<file path="src/rtl/spike_pkg.sv">
`default_nettype none
// ----------------------------------------------------------------------------
// spike_pkg : geometry constants and scan FSM states shared by spike blocks
// Rev 1.0
// ----------------------------------------------------------------------------
package spike_pkg;

  localparam int NUM_SPIKES = 24;
  localparam int SPIKE_W    = 16;
  localparam int SPIKE_H    = 10;
  localparam int MAN_W      = 16;
  localparam int MAN_H      = 20;
  localparam int PARK_Y     = 360;
  localparam int COORD_W    = 10;
  localparam int IDX_W      = 5;
  localparam int STRIP_H    = 4;

  typedef enum logic [1:0] {
    ST_IDLE = 2'd0,
    ST_SNAP = 2'd1,
    ST_SCAN = 2'd2,
    ST_DONE = 2'd3
  } scan_state_t;

endpackage
`default_nettype wire

</file>
<file path="src/rtl/spike_box_overlap.sv">
`default_nettype none
// ----------------------------------------------------------------------------
// spike_box_overlap : inclusive overlap of player box and one spike's lethal strip
// Rev 1.0
// ----------------------------------------------------------------------------
module spike_box_overlap
  import spike_pkg::*;
(
  input  logic [COORD_W-1:0] i_man_x,
  input  logic [COORD_W-1:0] i_man_y,
  input  logic [COORD_W-1:0] i_spike_x,
  input  logic [COORD_W-1:0] i_spike_y,
  input  logic               i_dir,
  output logic               o_hit
);

  logic [COORD_W:0] w_man_x0, w_man_x1, w_man_y0, w_man_y1;
  logic [COORD_W:0] w_sp_x0, w_sp_x1, w_sp_y0, w_sp_y1;
  logic             w_parked;

  // One extra bit keeps box edges near the screen limit from wrapping.
  always_comb begin
    w_man_x0 = {1'b0, i_man_x};
    w_man_x1 = w_man_x0 + (COORD_W+1)'(MAN_W - 1);
    w_man_y0 = {1'b0, i_man_y};
    w_man_y1 = w_man_y0 + (COORD_W+1)'(MAN_H - 1);
    w_sp_x0  = {1'b0, i_spike_x};
    w_sp_x1  = w_sp_x0 + (COORD_W+1)'(SPIKE_W - 1);
    w_sp_y0  = {1'b0, i_spike_y} + (i_dir ? (COORD_W+1)'(SPIKE_H - STRIP_H) : '0);
    w_sp_y1  = w_sp_y0 + (COORD_W+1)'(STRIP_H - 1);
    w_parked = (i_spike_y >= COORD_W'(PARK_Y));
    o_hit    = !w_parked
               && (w_sp_x0 <= w_man_x1) && (w_man_x0 <= w_sp_x1)
               && (w_sp_y0 <= w_man_y1) && (w_man_y0 <= w_sp_y1);
  end

endmodule
`default_nettype wire

</file>
<file path="config.mk">
export PLATFORM = sky130hd
export DESIGN_NAME = spike_box_overlap
export DESIGN_NICKNAME = d
export VERILOG_FILES = /design/src/rtl/spike_pkg.sv /design/src/rtl/spike_box_overlap.sv
export SDC_FILE = /design/constraint.sdc
export NUM_CORES = 1
export LEC_CHECK = 0
export BUFFER_PORTS_ARGS = -buffer_cell sky130_fd_sc_hd__buf_4
export CAP_MARGIN = 10
export CORE_MARGIN = 8
export CORE_UTILIZATION = 63
export DETAILED_ROUTE_END_ITERATION = 7
export PLACE_DENSITY = 0.93
export SLEW_MARGIN = 5
export SYNTH_ARGS = -nofsm -noshare
export SYNTH_HDL_FRONTEND = slang
export SYNTH_SLANG_ARGS = --single-unit
</file>
<file path="constraint.sdc">
create_clock -name vclk -period 9.65
set_input_delay 1.4475 -clock vclk [all_inputs]
set_output_delay 1.4475 -clock vclk [all_outputs]
set_load 0.02 [all_outputs]
</file>
==> results, run 1 <==
- The tool flagged a number of max-cap violations equal to 0.
- The final core area utilization is 77.8%.
- After layout, the worst path uses 62.0% of the clock period.
- The cell count of the worst hold path is 4.
- The number of non-filler instances in the completed layout is 317.
- The violation count after the first detailed-routing iteration is 74.
- The remaining max-slew budget at the tightest pin is 55.2%.
- The run finished with clean final reports.
- Once detailed placement completed, the half-perimeter wirelength came to 4030 um.
- IR analysis of the VDD net gives a maximum drop of 0.0508 mV.
- The number of hold buffers added after cts is 0.
- After synthesis, the netlist uses 43 different library cells.
- From left edge to right edge, the die measures 69.7 um.
- Routability-driven placement finished with a final weighted congestion of 0.905.
- The net count after synthesis is 335.
- The first global-routing pass estimated 7850 um of wire.
- The smallest hold slack is 3.32 ns.
- Once the clock tree was built, the resizer swapped 0 gates to a different size.
- The layout clock buffer count is 0.
- Setup repair after global routing left no endpoint under its margin.
- The post-synthesis instance area is 0.00181 mm2.
- The routed wire length is 4430 um.
- The first TritonRoute pass finished after 4 iterations.
- The floorplan step set the die height to 69.7 um.
- The site row count is 19.
- The detail-routed via count per cell is between 5 and 6.
- The kind of path behind the tightest hold check is in -> out.
- Across the whole layout, storage elements account for 0 um2.
- The arrival time reported for the critical path endpoint is 4.53 ns.
- Input and output buffers added on the ports amount to 42.
- The total count of max-transition violations in the final report is 0.
- Summed over all layers, the global routing overflow is 0.
- The number of global-route vias before repair came to around 2,000.
- Synthesis produced a netlist whose cell count is 248.
- The fraction of layout instances using a drive strength above 1 is between 10% and 20%.
- For this run, the post-layout net count is 375.
- The biggest fanout along the worst timing path is 4.
- Summed over all cells, the static leakage comes to 1.03 nW.
- The post-route total power is 0.118 mW.
- The number of vias in the routed layout is between 1,500 and 2,000.
- Buffers added to address setup during post-CTS repair amount to 0.
- The number of warning messages in the yosys log is 0.
- After layout, the minimum clock period comes to roughly 6.0 ns.
- Entering global routing, the biggest net connects 14 pins.
- The number of instances in the placed design is 317.
- The setup path with the least slack is of type in -> out.
- The endpoint of the worst hold-timing path is o_hit.
- The core region is roughly 0.0028 mm2.
- The initial antenna violation count is 0.
- The top cell type by area accounts for 31.0% of the synthesized area.
- The detail route stage leaves a number of antenna-violating nets equal to 0.
- STA classifies the critical path startpoint as an input port.
- The number of antenna diodes in the final layout is 0.
- The required time of the critical path is 8.20 ns.
- The upper clock frequency limit is 167 MHz.
- The count of sequential standard cells is 0.
- The overall die area is 0.00485 mm2.
- The post-detailed-route wirelength per cell is 14.0 um.
- The final hold violation count is 0.
- The initial standard-cell utilization of the core is 65.8%.
- The transition at the pin with the smallest max-transition slack is 0.663 ns.
- The total power divided by cell area is 55.0 mW/mm2.
- The final sum of negative setup slack is 0 ns.
- Pin placement for this block handled 42 I/O pins.
- Global routing used 17.8% of the available tracks across all layers.
- After filler insertion, the fill cell instance count of the layout stands at 223.
- In the routed design, unresolved DRC markers number 0.
- The number of endpoints failing setup at the final stage is 0.
- The origin of the worst min-delay path is i_spike_y[9].
- The area growth from synthesis to layout is 18.3%.
- The largest area contributor in the netlist is sky130_fd_sc_hd__ha_1.
- The synthesized area per cell is about 7.3 um2.
- By area the synthesized netlist is led by sky130_fd_sc_hd__ha_1 (31%), sky130_fd_sc_hd__xnor2_1 (11%), sky130_fd_sc_hd__xor2_1 (8.2%), sky130_fd_sc_hd__a21oi_1 (5.0%), sky130_fd_sc_hd__nand2_1 (5.0%).
- The type of element capturing the critical path is a primary output.
- The share of the yosys chip area belonging to registers is 0%.
[cell usage after synthesis (all sizes together) (2+ instances only)]
cell type and instances:
xor2 17, a21oi 18, a21o 5, and2 2
buf 4, nand3 14, xnor2 22, nand4 9
nor2 16, nor3 8, nand3b 3, ha 45
nand2 24, a211oi 2, and4 3, and3 4
inv 18, o211ai 2, nor2b 4, nor4 2
o21ai 7
[per-layer routing]
layer | share of wire, % | vias up | global-route usage [%]
met5 | 0 | - | 0
met1 | 43 | 842 | 19.4
met4 | 1.5 | 0 | 4.02
met2 | 52 | 35 | 35.2
li1 | - | 991 | -
met3 | 3.1 | 8 | 1.86
[power by group]
group          switching, mW  internal, mW
logic                 0.0626        0.0555
clock network              0             0
registers                  0             0
total                 0.0626        0.0555
[worst max-delay path: stages]
cell,delay [ns]
sky130_fd_sc_hd__buf_4,0.11
sky130_fd_sc_hd__ha_1,0.21
sky130_fd_sc_hd__inv_1,0.07
sky130_fd_sc_hd__fa_1,0.47
sky130_fd_sc_hd__nor2_1,0.24
sky130_fd_sc_hd__o2111a_1,0.22
sky130_fd_sc_hd__a32oi_1,0.10
sky130_fd_sc_hd__nor3_1,0.24
sky130_fd_sc_hd__xnor2_1,0.14
sky130_fd_sc_hd__ha_1,0.26
sky130_fd_sc_hd__a21o_1,0.18
sky130_fd_sc_hd__a21oi_1,0.16
sky130_fd_sc_hd__nor3b_1,0.21
sky130_fd_sc_hd__a211o_1,0.14
sky130_fd_sc_hd__and4_1,0.19
sky130_fd_sc_hd__buf_4,0.14
[layout make-up]
class	instances	area (um2)	area share (%)
inverters	18	67.6	3.15
well taps	31	38.8	1.81
repair buffers	42	315	14.7
multi-input cells	226	1720	80.3
[worst max-delay path by stage]
stage | startpoint | endpoint | slack, ns | cells after the start
after floorplan | i_spike_y[1] | o_hit | 4.01 | 14
after global placement | i_spike_y[1] | o_hit | 3.76 | 16
after CTS | i_spike_y[1] | o_hit | 3.68 | 16
after global routing | i_spike_y[1] | o_hit | 3.39 | 16
final | i_spike_y[1] | o_hit | 3.67 | 16
after detailed placement | i_spike_y[1] | o_hit | 3.68 | 16
[cell usage in the layout, fill, tap and decap left out, drive strengths merged, types with 2 or more instances in the layout]
cell and instances:
nand3b 3, ha 45, buf 42, inv 18, nand2 24, a21o 5, a211oi 2, a21oi 18
xnor2 22, and3 4, nor2b 4, nor3 8, and4 3, nor4 2, nand4 9, nor2 16
and2 2, nand3 14, o21ai 7, o211ai 2, xor2 17
[metrics by stage]
step	setup slack [ns]	cell area [um2]
after floorplan	4.01	1810
after detailed placement	3.68	2150
final	3.67	2150
after CTS	3.68	2150
after global routing	3.39	2150
after global placement	3.76	2150
[kinds of logic (layout without fill, tap and decap cells)]
kind of cell / after synthesis / after routing / synth area share, %
fa+ha+maj: 46 / 46 / 32.1
xor+xnor: 39 / 39 / 18.8
compound gates: 50 / 50 / 18.6
simple gates: 91 / 91 / 25.4
buf+inv: 22 / 60 / 4.97
No activity file was read; power rests on OpenSTA's default activity.
==> inputs of run 2 (changes only) <==
Settings changed: CORE_UTILIZATION 63 to 58, PLACE_DENSITY 0.93 to 0.87.
Clock period 9.65 ns to 5.85 ns, I/O delays scaled along.
==> run 2 against run 1 <==
  * Final area up 0.12%
  * Total power is 66% higher
  * Sequential cell count did not move
  * Hold slack worse by 1.1 ns
  * Critical endpoint unchanged
  * Highest routed layer unchanged
==> results, run 2 (synthesis results as in run 1) <==
- The routability congestion estimate from global placement is 0.971.
- The number of endpoints failing setup at the final stage is 0.
- The maximum number of pins on one net before global-route repair is 14.
- The run finished with clean final reports.
- The leakage power summed over all cells is 1.03 nW.
- The worst path uses a little under nine tenths of the clock period.
- The cell count of the worst hold path is 4.
- The kind of path behind the tightest hold check is in -> out.
- The required time of the critical path is slightly below 5 ns.
- The routed wire length is 4540 um.
- The arrival time reported for the critical path endpoint is 4.16 ns.
- The final hold violation count was 0.
- STA classifies the critical path endpoint as a primary output.
- The number of inserted diodes is 0.
- The initial antenna violation count is 0.
- Across the whole layout, storage elements account for 0 um2.
- In this run the power density over the cells is 91.3 mW/mm2.
- The kind of start point of the critical path is an input port.
- The total count of max-transition violations in the final report is 0.
- The floorplan step set the die width to around 72 um.
- Dividing the detail-routed wire length by the instance count gives 14.2 um.
- In this run, post-CTS repair resized a total of 0 instances.
- The DRC violation count after routing is 0.
- The fraction of layout instances using a drive strength above 1 is 16.1%.
- Setup repair after global routing left no endpoint under its margin.
- The remaining global-route overflow is 0.
- In this run the tightest slew margin relative to its limit is 54.8%.
- The number of vias in the routed layout is 1,936.
- The library cell used most frequently in the layout, excluding fill and tap cells, is sky130_fd_sc_hd__ha_1.
- The post-route total power is 0.196 mW.
- The wire-length estimate of the detail-placed layout is roughly 4100 um.
- The worst path needs 5.04 ns of the cycle, external delays included.
- The floorplan step defined a die boundary enclosing 0.00517 mm2.
- In the global route stage, overall resource usage came out at 17.4%.
- The count of sequential standard cells is 0.
- Summed over all failing endpoints, the final setup total negative slack is 0 ns.
- The violation count after the first detailed-routing iteration is between 80 and 90.
- The transition at the pin with the smallest max-transition slack is 0.669 ns.
- The number of top-level pins is 42.
- The upper clock frequency limit is 198 MHz.
- The global-route wire length before repair is between 7000 and 8000 um.
- The number of setup buffers added after CTS is 0.
- The number of detailed-route iterations in the first pass is 4.
- In this run the remaining antenna-violating nets after routing total 0.
- The kind of critical path is in -> out.
- Across the run, the number of max-cap violations was 0.
- The number of nets in the finished design is 375.
- Clock buffers in the final layout number 0.
- The area growth from synthesis to layout is 18.4%.
- The layout filler cell count is 286.
- Along the worst path, the maximum fanout reaches 4.
- For this configuration, the core starts out at a cell density of around three fifths.
- The count of buffers added on input and output ports is 42.
- Using the TritonRoute via totals, the vias-per-cell ratio works out to 6.07.
- The peak ir drop on the vdd network is 0.0494 mV.
- The number of global-route vias before repair is roughly 2,000.
- Buffers inserted to repair hold after CTS numbered 0.
- The top cell types in the final layout, fill and taps aside, are sky130_fd_sc_hd__ha_1 (45), sky130_fd_sc_hd__buf_4 (42), sky130_fd_sc_hd__nand2_1 (24).
- Row generation in the floorplan step produced 20 rows.
- The area of the core region is 0.00300 mm2.
- The die height is 71.9 um.
-- run 2: cell counts in the layout (fill, tap and decap cells not counted) --
No cell type changed its count.
-- run 2: worst max-delay path: stages --
cell                       delay (ns)
sky130_fd_sc_hd__buf_4           0.11
sky130_fd_sc_hd__ha_1            0.22
sky130_fd_sc_hd__inv_1           0.07
sky130_fd_sc_hd__fa_1            0.46
sky130_fd_sc_hd__nor2_1          0.26
sky130_fd_sc_hd__o2111a_1        0.23
sky130_fd_sc_hd__a32oi_1         0.10
sky130_fd_sc_hd__nor3_1          0.29
sky130_fd_sc_hd__xnor2_1         0.16
sky130_fd_sc_hd__ha_1            0.26
sky130_fd_sc_hd__a21o_1          0.19
sky130_fd_sc_hd__a21oi_1         0.21
sky130_fd_sc_hd__nor3b_1         0.23
sky130_fd_sc_hd__a211o_1         0.16
sky130_fd_sc_hd__and4_1          0.19
sky130_fd_sc_hd__buf_4           0.14
-- run 2: final cells by class --
type,count,area (um2),share of cell area [%]
tap,33,41.3,1.92
multi-input combinational,226,1720,80.3
inverter,18,67.6,3.15
timing repair buffer,42,315,14.7
-- run 2: stage by stage --
| stage | area [um2] | utilization (%) | std cells | setup WS (ns) | hold slack, ns |
|---|---|---|---|---|---|
| 6_report | 2150 | 71.5 | 319 | 0.811 | 2.20 |
| 5_1_grt | 2150 | 71.5 | 319 | 0.627 | 2.22 |
| 4_1_cts | 2150 | 71.5 | 319 | 0.881 | 2.20 |
| 3_5_place_dp | 2150 | 71.5 | 319 | 0.889 | 2.20 |
| 3_3_place_gp | 2150 | 71.5 | 319 | 1.09 | 2.19 |
| 2_1_floorplan | 1810 | - | 248 | 1.35 | 1.98 |
-- run 2: report_power, final --
group | leakage (nW) | internal [mW] | total, mW | switching [mW]
clock | 0 | 0 | 0 | 0
sequential | 0 | 0 | 0 | 0
combinational | 1.03 | 0.0917 | 0.196 | 0.105
total | 1.03 | 0.0917 | 0.196 | 0.105
-- run 2: worst paths after layout --
path                      from  endpoint  slack, ns
setup / recovery  i_spike_y[1]     o_hit       0.81
hold / removal    i_spike_y[9]     o_hit       2.20
-- run 2: metal layers --
| layer | global-route usage [%] | routed length, um |
|---|---|---|
| met2 | 35.2 | 2310 |
| met5 | 0 | 0 |
| met3 | 2.48 | 250 |
| met1 | 18.4 | 1910 |
| met4 | 2.95 | 59 |
